[src/rtl/rr_arb8_ctrl.sv]
// rr_arb8_ctrl - eight-way round-robin arbiter with registered grant hold.
//
// Shares one downstream resource among eight requesters. A grant is
// registered and held until the owner signals done or withdraws its
// request. On release, the next winner is chosen in the same cycle, so
// there is no idle cycle between owners. The search order rotates so that
// the releasing owner has the lowest priority.
//
// Optional feature macro: ARB_HOLD_TIMEOUT_EN
//   When this macro is defined, a hold counter force-releases an owner after
//   MAX_HOLD cycles and pulses `timeout` for one cycle. When it is not
//   defined, `timeout` is tied to 0 and MAX_HOLD is only range-checked.
//
// Parameters:
//   MAX_HOLD  grant hold limit in cycles (2..255), timeout build only
// Ports:
//   clk      in   1  rising-edge clock
//   rst_n    in   1  asynchronous active-low reset
//   req      in   8  level request vector, bit i = requester i
//   done     in   1  owner finished (ignored while no grant is active)
//   gnt      out  8  one-hot grant, zero when idle
//   gnt_idx  out  3  binary index of the granted requester, 0 when idle
//   gnt_vld  out  1  grant active
//   timeout  out  1  one-cycle pulse on a forced release
module rr_arb8_ctrl #(
    parameter int MAX_HOLD = 16
) (
    input  logic       clk,
    input  logic       rst_n,
    input  logic [7:0] req,
    input  logic       done,
    output logic [7:0] gnt,
    output logic [2:0] gnt_idx,
    output logic       gnt_vld,
    output logic       timeout
);

    typedef enum logic {IDLE, GRANT} state_t;

    state_t     state, state_nxt;
    logic [2:0] last, last_nxt;
    logic [7:0] gnt_nxt;
    logic [2:0] idx_nxt;
    logic [3:0] pick;
    logic       found;
    logic [2:0] winner;
    logic       force_rel;
    logic       release_c;
    logic       arb_c;

    generate
        if (MAX_HOLD < 2 || MAX_HOLD > 255) begin : g_bad_max_hold
            $error("rr_arb8_ctrl: MAX_HOLD must be in 2..255");
        end
    endgenerate

    // Returns {found, index} of the first set bit in the order ptr+1 .. ptr+8.
    // The loop walks from lowest to highest priority so the last hit wins.
    function automatic logic [3:0] rr_pick(input logic [7:0] r, input logic [2:0] ptr);
        logic [3:0] res;
        logic [2:0] cand;
        res = 4'd0;
        for (int k = 8; k >= 1; k--) begin
            cand = ptr + 3'(k);
            if (r[cand]) res = {1'b1, cand};
        end
        return res;
    endfunction

    assign pick   = rr_pick(req, last);
    assign found  = pick[3];
    assign winner = pick[2:0];

`ifdef ARB_HOLD_TIMEOUT_EN
    logic [7:0] hold_cnt;

    // A forced release happens only when nothing else would release this cycle.
    assign force_rel = (state == GRANT) && (hold_cnt == 8'(MAX_HOLD - 1))
                       && !done && req[gnt_idx];

    always_ff @(posedge clk or negedge rst_n) begin
        if (!rst_n) begin
            hold_cnt <= 8'd0;
            timeout  <= 1'b0;
        end else begin
            timeout <= force_rel;
            if (arb_c || state != GRANT)
                hold_cnt <= 8'd0;
            else if (hold_cnt != 8'hFF)
                hold_cnt <= hold_cnt + 8'd1;
        end
    end
`else
    assign force_rel = 1'b0;
    assign timeout   = 1'b0;
`endif

    // In GRANT, `last` equals the current owner, so searching after `last`
    // starts after the releasing owner; it wins only if it is the sole requester.
    assign release_c = (state == GRANT) && (done || !req[gnt_idx] || force_rel);
    assign arb_c     = (state == IDLE) || release_c;

    always_comb begin
        state_nxt = state;
        gnt_nxt   = gnt;
        idx_nxt   = gnt_idx;
        last_nxt  = last;
        if (arb_c) begin
            if (found) begin
                state_nxt = GRANT;
                gnt_nxt   = 8'b1 << winner;
                idx_nxt   = winner;
                last_nxt  = winner;
            end else begin
                state_nxt = IDLE;
                gnt_nxt   = 8'h00;
                idx_nxt   = 3'd0;
            end
        end
    end

    always_ff @(posedge clk or negedge rst_n) begin
        if (!rst_n) begin
            state   <= IDLE;
            gnt     <= 8'h00;
            gnt_idx <= 3'd0;
            gnt_vld <= 1'b0;
            last    <= 3'd7;
        end else begin
            state   <= state_nxt;
            gnt     <= gnt_nxt;
            gnt_idx <= idx_nxt;
            gnt_vld <= (state_nxt == GRANT);
            last    <= last_nxt;
        end
    end

endmodule

[config.mk]
export PLATFORM = sky130hd
export DESIGN_NAME = rr_arb8_ctrl
export DESIGN_NICKNAME = d
export VERILOG_FILES = /design/src/rtl/rr_arb8_ctrl.sv
export SDC_FILE = /design/constraint.sdc
export NUM_CORES = 1
export LEC_CHECK = 0
export CAP_MARGIN = 5
export CORE_MARGIN = 4
export CORE_UTILIZATION = 39
export CTS_CLUSTER_DIAMETER = 200
export CTS_CLUSTER_SIZE = 8
export DETAILED_ROUTE_END_ITERATION = 7
export GPL_TIMING_DRIVEN = 0
export MAX_ROUTING_LAYER = met4
export PLACE_DENSITY_LB_ADDON = 0.3
export SYNTH_ARGS = -nofsm -noshare
export SYNTH_HDL_FRONTEND = slang
export SYNTH_SLANG_ARGS = --single-unit
[constraint.sdc]
create_clock -name clk -period 3.6 [get_ports clk]
set_input_delay 0.72 -clock clk [delete_from_list [all_inputs] [get_ports clk]]
set_output_delay 0.72 -clock clk [all_outputs]
set_load 0.01 [all_outputs]
---- Word-level counts from Yosys, hierarchy flattened ----
Index checks and enable logic that the tools add are counted.
W data, S select, Z words.
storage, ports and cells
  register bits after elaboration ......... 15
  input port bits ......................... 11
  output and inout bits ................... 13
  logic and storage cells ................. 56
operators by class
  $add $sub $neg .......................... 7
  magnitude comparators ................... 9
  shift operators ......................... 1
  multiplexer cells ....................... 29
  bitwise operators ....................... 1
  reductions and logical operators ........ 5
operators by type and width
  operator               count
  $lt A3 B4 Y1 const B   9
  $mux W4                8
  $bmux W1 S3            9
  $add A3 B3 Y3 const B  4
  $mux W1                10
  $mux W8                1
  $shl A1 B3 Y8 const A  1
  $add A3 B2 Y3 const B  2
  $add A3 B1 Y3 const B  1
  $mux W3                1
  $logic_or A1 B1 Y1     2
  $reduce_and A2 Y1      1
  $logic_and A1 B1 Y1    1
  $logic_not A1 Y1       1
  $not A1 Y1             1

---- Depth between registers and ports, before layout ----
  word-level depth ........................ 12
  mapped depth ............................ 11
  mapped depth without buffers ............ 8

---- Worst setup path after synthesis ----
OpenSTA, ideal clock, no wires.
  path type ............................... reg-to-reg
  start point ............................. register last[0]
  end point ............................... register gnt[6]
  data arrival time ....................... 3,059 ps
  data required time ...................... 3,478 ps
  path slack .............................. 419 ps
  cell stages (with the launch flop) ...... 12
  buffers on the path ..................... 3
  path through ............................ dfstp_2 buf_6 buf_2 inv_1 ha_1 buf_6 mux4_2 mux2i_1 o31ai_1 a221oi_2 mux2_4 a32o_1
on the way
  word-level cells in the longest chain between the ends .. 12
  elaborated cells on any way between the ends .. 33
  classes of those cells .................. add/sub: 7; shift: 1; mux: 25
ends and longest elaborated chain
  element                                                   RTL line  source
  from (decl)                                               41        logic [2:0] last, last_nxt;
  from (signal assigned)                                    134       last <= last_nxt;
  $add A3 B3 Y3 or $bmux W1 S3 (tied branches)              64, 65
  $bmux W1 S3 or $mux W1 (tied branches)                    65        if (r[cand]) res = {1'b1, cand};
  $mux W1 (implied by the code) or $mux W4 (tied branches)  65
  $mux W4 (6 in series)                                     65
  $mux W4 *                                                 65
  $shl A1 B3 Y8                                             111       gnt_nxt = 8'b1 << winner;
  $mux W8 *                                                 109       if (found) begin
  to (signal assigned)                                      131       gnt <= gnt_nxt;
  to (decl)                                                 32        output logic [7:0] gnt,
Mark *: on every way between the ends. The rest lies on a longest branch, timed or not. The select of a mux whose other input is x is not followed.
A chain may end at the register's enable or synchronous reset.

---- Worst setup path after layout ----
  start point ............................. register last[1]
  end point ............................... register gnt[6]
Same word-level chain as after synthesis.

==> results.yml <==
logic_synthesis:
  syn_area_mm2: 0.001469
  seq_area_frac_synth_pct: 25.81
  synth_area_per_cell_um2: 10.49
  synthFlopType: "dfrtp_1"
  synth_top_family_by_area: "multiplexers"
  ys_warn_count: 0
  synth-xor-area-share_pct: 2.981
  synth_edf_count: 0
  synth.distinct_cells: 46
  synthTopCellsByArea: "dfrtp_1, mux4_2, dfstp_2, mux2i_1, nand2_1"
  syn_nets: 153
  synth_compound_area_share_pct: 21.89
  ys_ff_latch: 15
  synth_top_area_share_pct: 20.44
  synth-simple-area-share_pct: 13.03
  synth_cells: 140
  synthMuxAreaShare_pct: 28.62
  synth_top_area_cell: "dfrtp_1"
  synth_async_sr_flop_share_pct: 100.0
  synth_fa_ha_area_share_pct: 1.704
run_status:
  status: "complete, no violations"
drt:
  initialDrtViolationCount: 53
  drc: 0
  wl_mm: 3.784
  avgRoutedWirePerCell_um: 17.60
  ant_nets: 0
  via_count: 1295
  drt_first_pass_iters: 4
  viasPerCell: 6.023
layout:
  drive_above_1_share_pct: 22.75
  final_util_pct: 49.56
  nets: 181
  num_antenna_cells: 0
  area_growth_syn_to_layout_pct: 23.51
global_route:
  grt_pass1_wl_mm: 6.382
  grt_overflow: 0
  grt_pass1_vias: 1289
  grt_use_total_pct: 16.81
  grt_max_degree: 16
  antenna_found_initial: 0
cts:
  cts.reportedPaths.clkPinSlew_ns: 0.07
  clock_latency_ns: 0.25
  root_buffer: "clkbuf_8"
  numCtsBuffers: 3
  cts_tree: "done"
  cts_max_level: 1
  numClockSinks: 15
  cts.hold.buffers_added: 0
  clock_path_buffers: 2
die:
  dieArea_mm2: 0.004812
  coreArea_mm2: 0.003661
  die_height_um: 69.37
  rows: 22
  initial_core_util_pct: 40.12
  num_io_pins: 24
  die_w_um: 69.37
timing:
  fin_skew_ns: 0.01036
  relSlewSlack_pct: 56.91
  drv_slew: 0
  fmax_mhz: 285.5
  worst_pin_slew_ns: 0.6443
  finalCritPeriodShare_pct: 97.30
  setup_violations: 0
  fin_crit_ns: 3.503
  final-hold-violation-count: 0
critical_path:
  cp.arrival_ns: 3.65
  reg2reg_slack_ns: 0.1
  cp.required_ns: 3.75
  cp_max_fo: 10
  path_class: "flip-flop to flip-flop"
  regToRegEndpoint: "gnt[6]"
  rr_worst_depth: 12
  start_kind: "flip-flop"
  end_kind: "flip-flop"
  timing.rr.start: "last[1]"
hold_path:
  min_path_type: "flip-flop to flip-flop"
  worstHoldStart: "gnt[0]"
  holdPathEnd: "gnt[0]"
  whs_path_depth: 2
placement:
  port_buffers: 22
  gp_congestion: 0.9398
  hpwl_mm: 2.893
run:
  cap_violations: 0
==> timing repair <==
item,in CTS,in global routing
gates resized for setup,1,2
setup buffers,0,2
endpoints found under the setup margin,3,10
hold endpoints to repair,0,0
pin swaps,0,1
==> state kept, by name, indices dropped and copies added, names as in the netlist <==
signal   count
state        1
gnt_idx      3
gnt          8
last         3
==> per-layer routing <==
layer | vias to the layer above | routed length (µm) | GRT usage (%)
met5 | - | 0 | -
met4 | 0 | 121 | 7.592
met3 | 13 | 248 | 3.333
met2 | 45 | 1800 | 26.48
met1 | 631 | 1614 | 20.86
li1 | 606 | - | -
==> kinds of logic after synthesis <==
| kind of cell | Yosys count |
|---|---|
| buf+inv | 15 |
| mux | 24 |
| xor+xnor | 5 |
| simple gates | 38 |
| fa+ha+maj | 2 |
| compound gates | 40 |
| flops | 15 |
| other cells | 1 |
==> cells in the mapped netlist (2+ instances only) <==
master	n
nand2_1	14
dfrtp_1	12
mux4_2	12
and2_1	6
inv_1	6
mux2i_1	6
o31ai_1	6
nor2_1	5
o21ai_0	5
a32o_1	4
buf_2	4
a21boi_0	3
dfstp_2	3
mux2_4	3
nand2b_1	3
xor2_1	3
a21o_1	2
a221oi_1	2
a221oi_2	2
a41o_1	2
and3_1	2
buf_4	2
buf_6	2
ha_1	2
mux2_2	2
nand3_1	2
nand4_1	2
nor2b_1	2
o211ai_1	2
o21ai_1	2
xnor2_1	2
==> worst max-delay path, cell delays in order (launching register included) <==
cell      delay [ns]
dfstp_2         0.53
buf_2           0.21
buf_4           0.21
inv_1           0.07
ha_1            0.29
buf_6           0.15
mux4_2          0.59
mux2i_1         0.18
o31ai_1         0.11
a221oi_2        0.29
buf_4           0.19
mux2_4          0.33
a32o_1          0.25
==> stage by stage <==
stage               setup TNS, ns  instance area [µm²]  hold WS [ns]  worst slack [ns]  instances
global placement                0                 1749        0.4632           0.08689        210
finish                          0                 1814        0.4786           0.09703        215
global route              -0.4897                 1814        0.5102          -0.07955        215
detailed placement              0                 1749        0.4732         0.0009512        210
CTS                             0                 1802        0.4856           0.01948        214
floorplan                       0                 1469        0.4244            0.4190        140
==> area by class of cell <==
type	instances	area [µm²]
clock inverter	1	7.507
clock buffer	3	41.29
tap	48	60.06
timing repair buffer	24	235.2
inverter	6	22.52
multi-input combinational	110	1010
sequential	15	379.1
fill	337	1847
buffer	8	58.81
==> placed cells by master (no fill, tap or decap), types with 3 or more instances in the layout <==
master	synthesis	final
dfstp_2	3	3
mux4_2	12	12
nand2b_1	3	3
buf_4	2	5
mux2i_1	6	5
clkdlybuf4s50_1	0	22
a21boi_0	3	3
nor2_1	5	5
inv_1	6	6
xor2_1	3	3
a32o_1	4	4
dfrtp_1	12	12
mux2_4	3	3
o21ai_0	5	5
nand2_1	14	14
and2_1	6	6
clkbuf_8	0	3
o31ai_1	6	6
==> worst max path at each step <==
| stage | startpoint | to | slack, ns | cells after the start |
|---|---|---|---|---|
| floorplan | last[0] | gnt[6] | 0.42 | 11 |
| global placement | last[1] | gnt[5] | 0.09 | 11 |
| detailed placement | last[1] | gnt[7] | 0.001 | 11 |
| CTS | last[1] | gnt[4] | 0.02 | 11 |
| global route | last[1] | gnt[1] | -0.08 | 12 |
| finish | last[1] | gnt[6] | 0.1 | 12 |
Power is left out: the tool's default activity adds up to more than one toggle a clock period on the data nets, which glitch-free logic cannot reach.
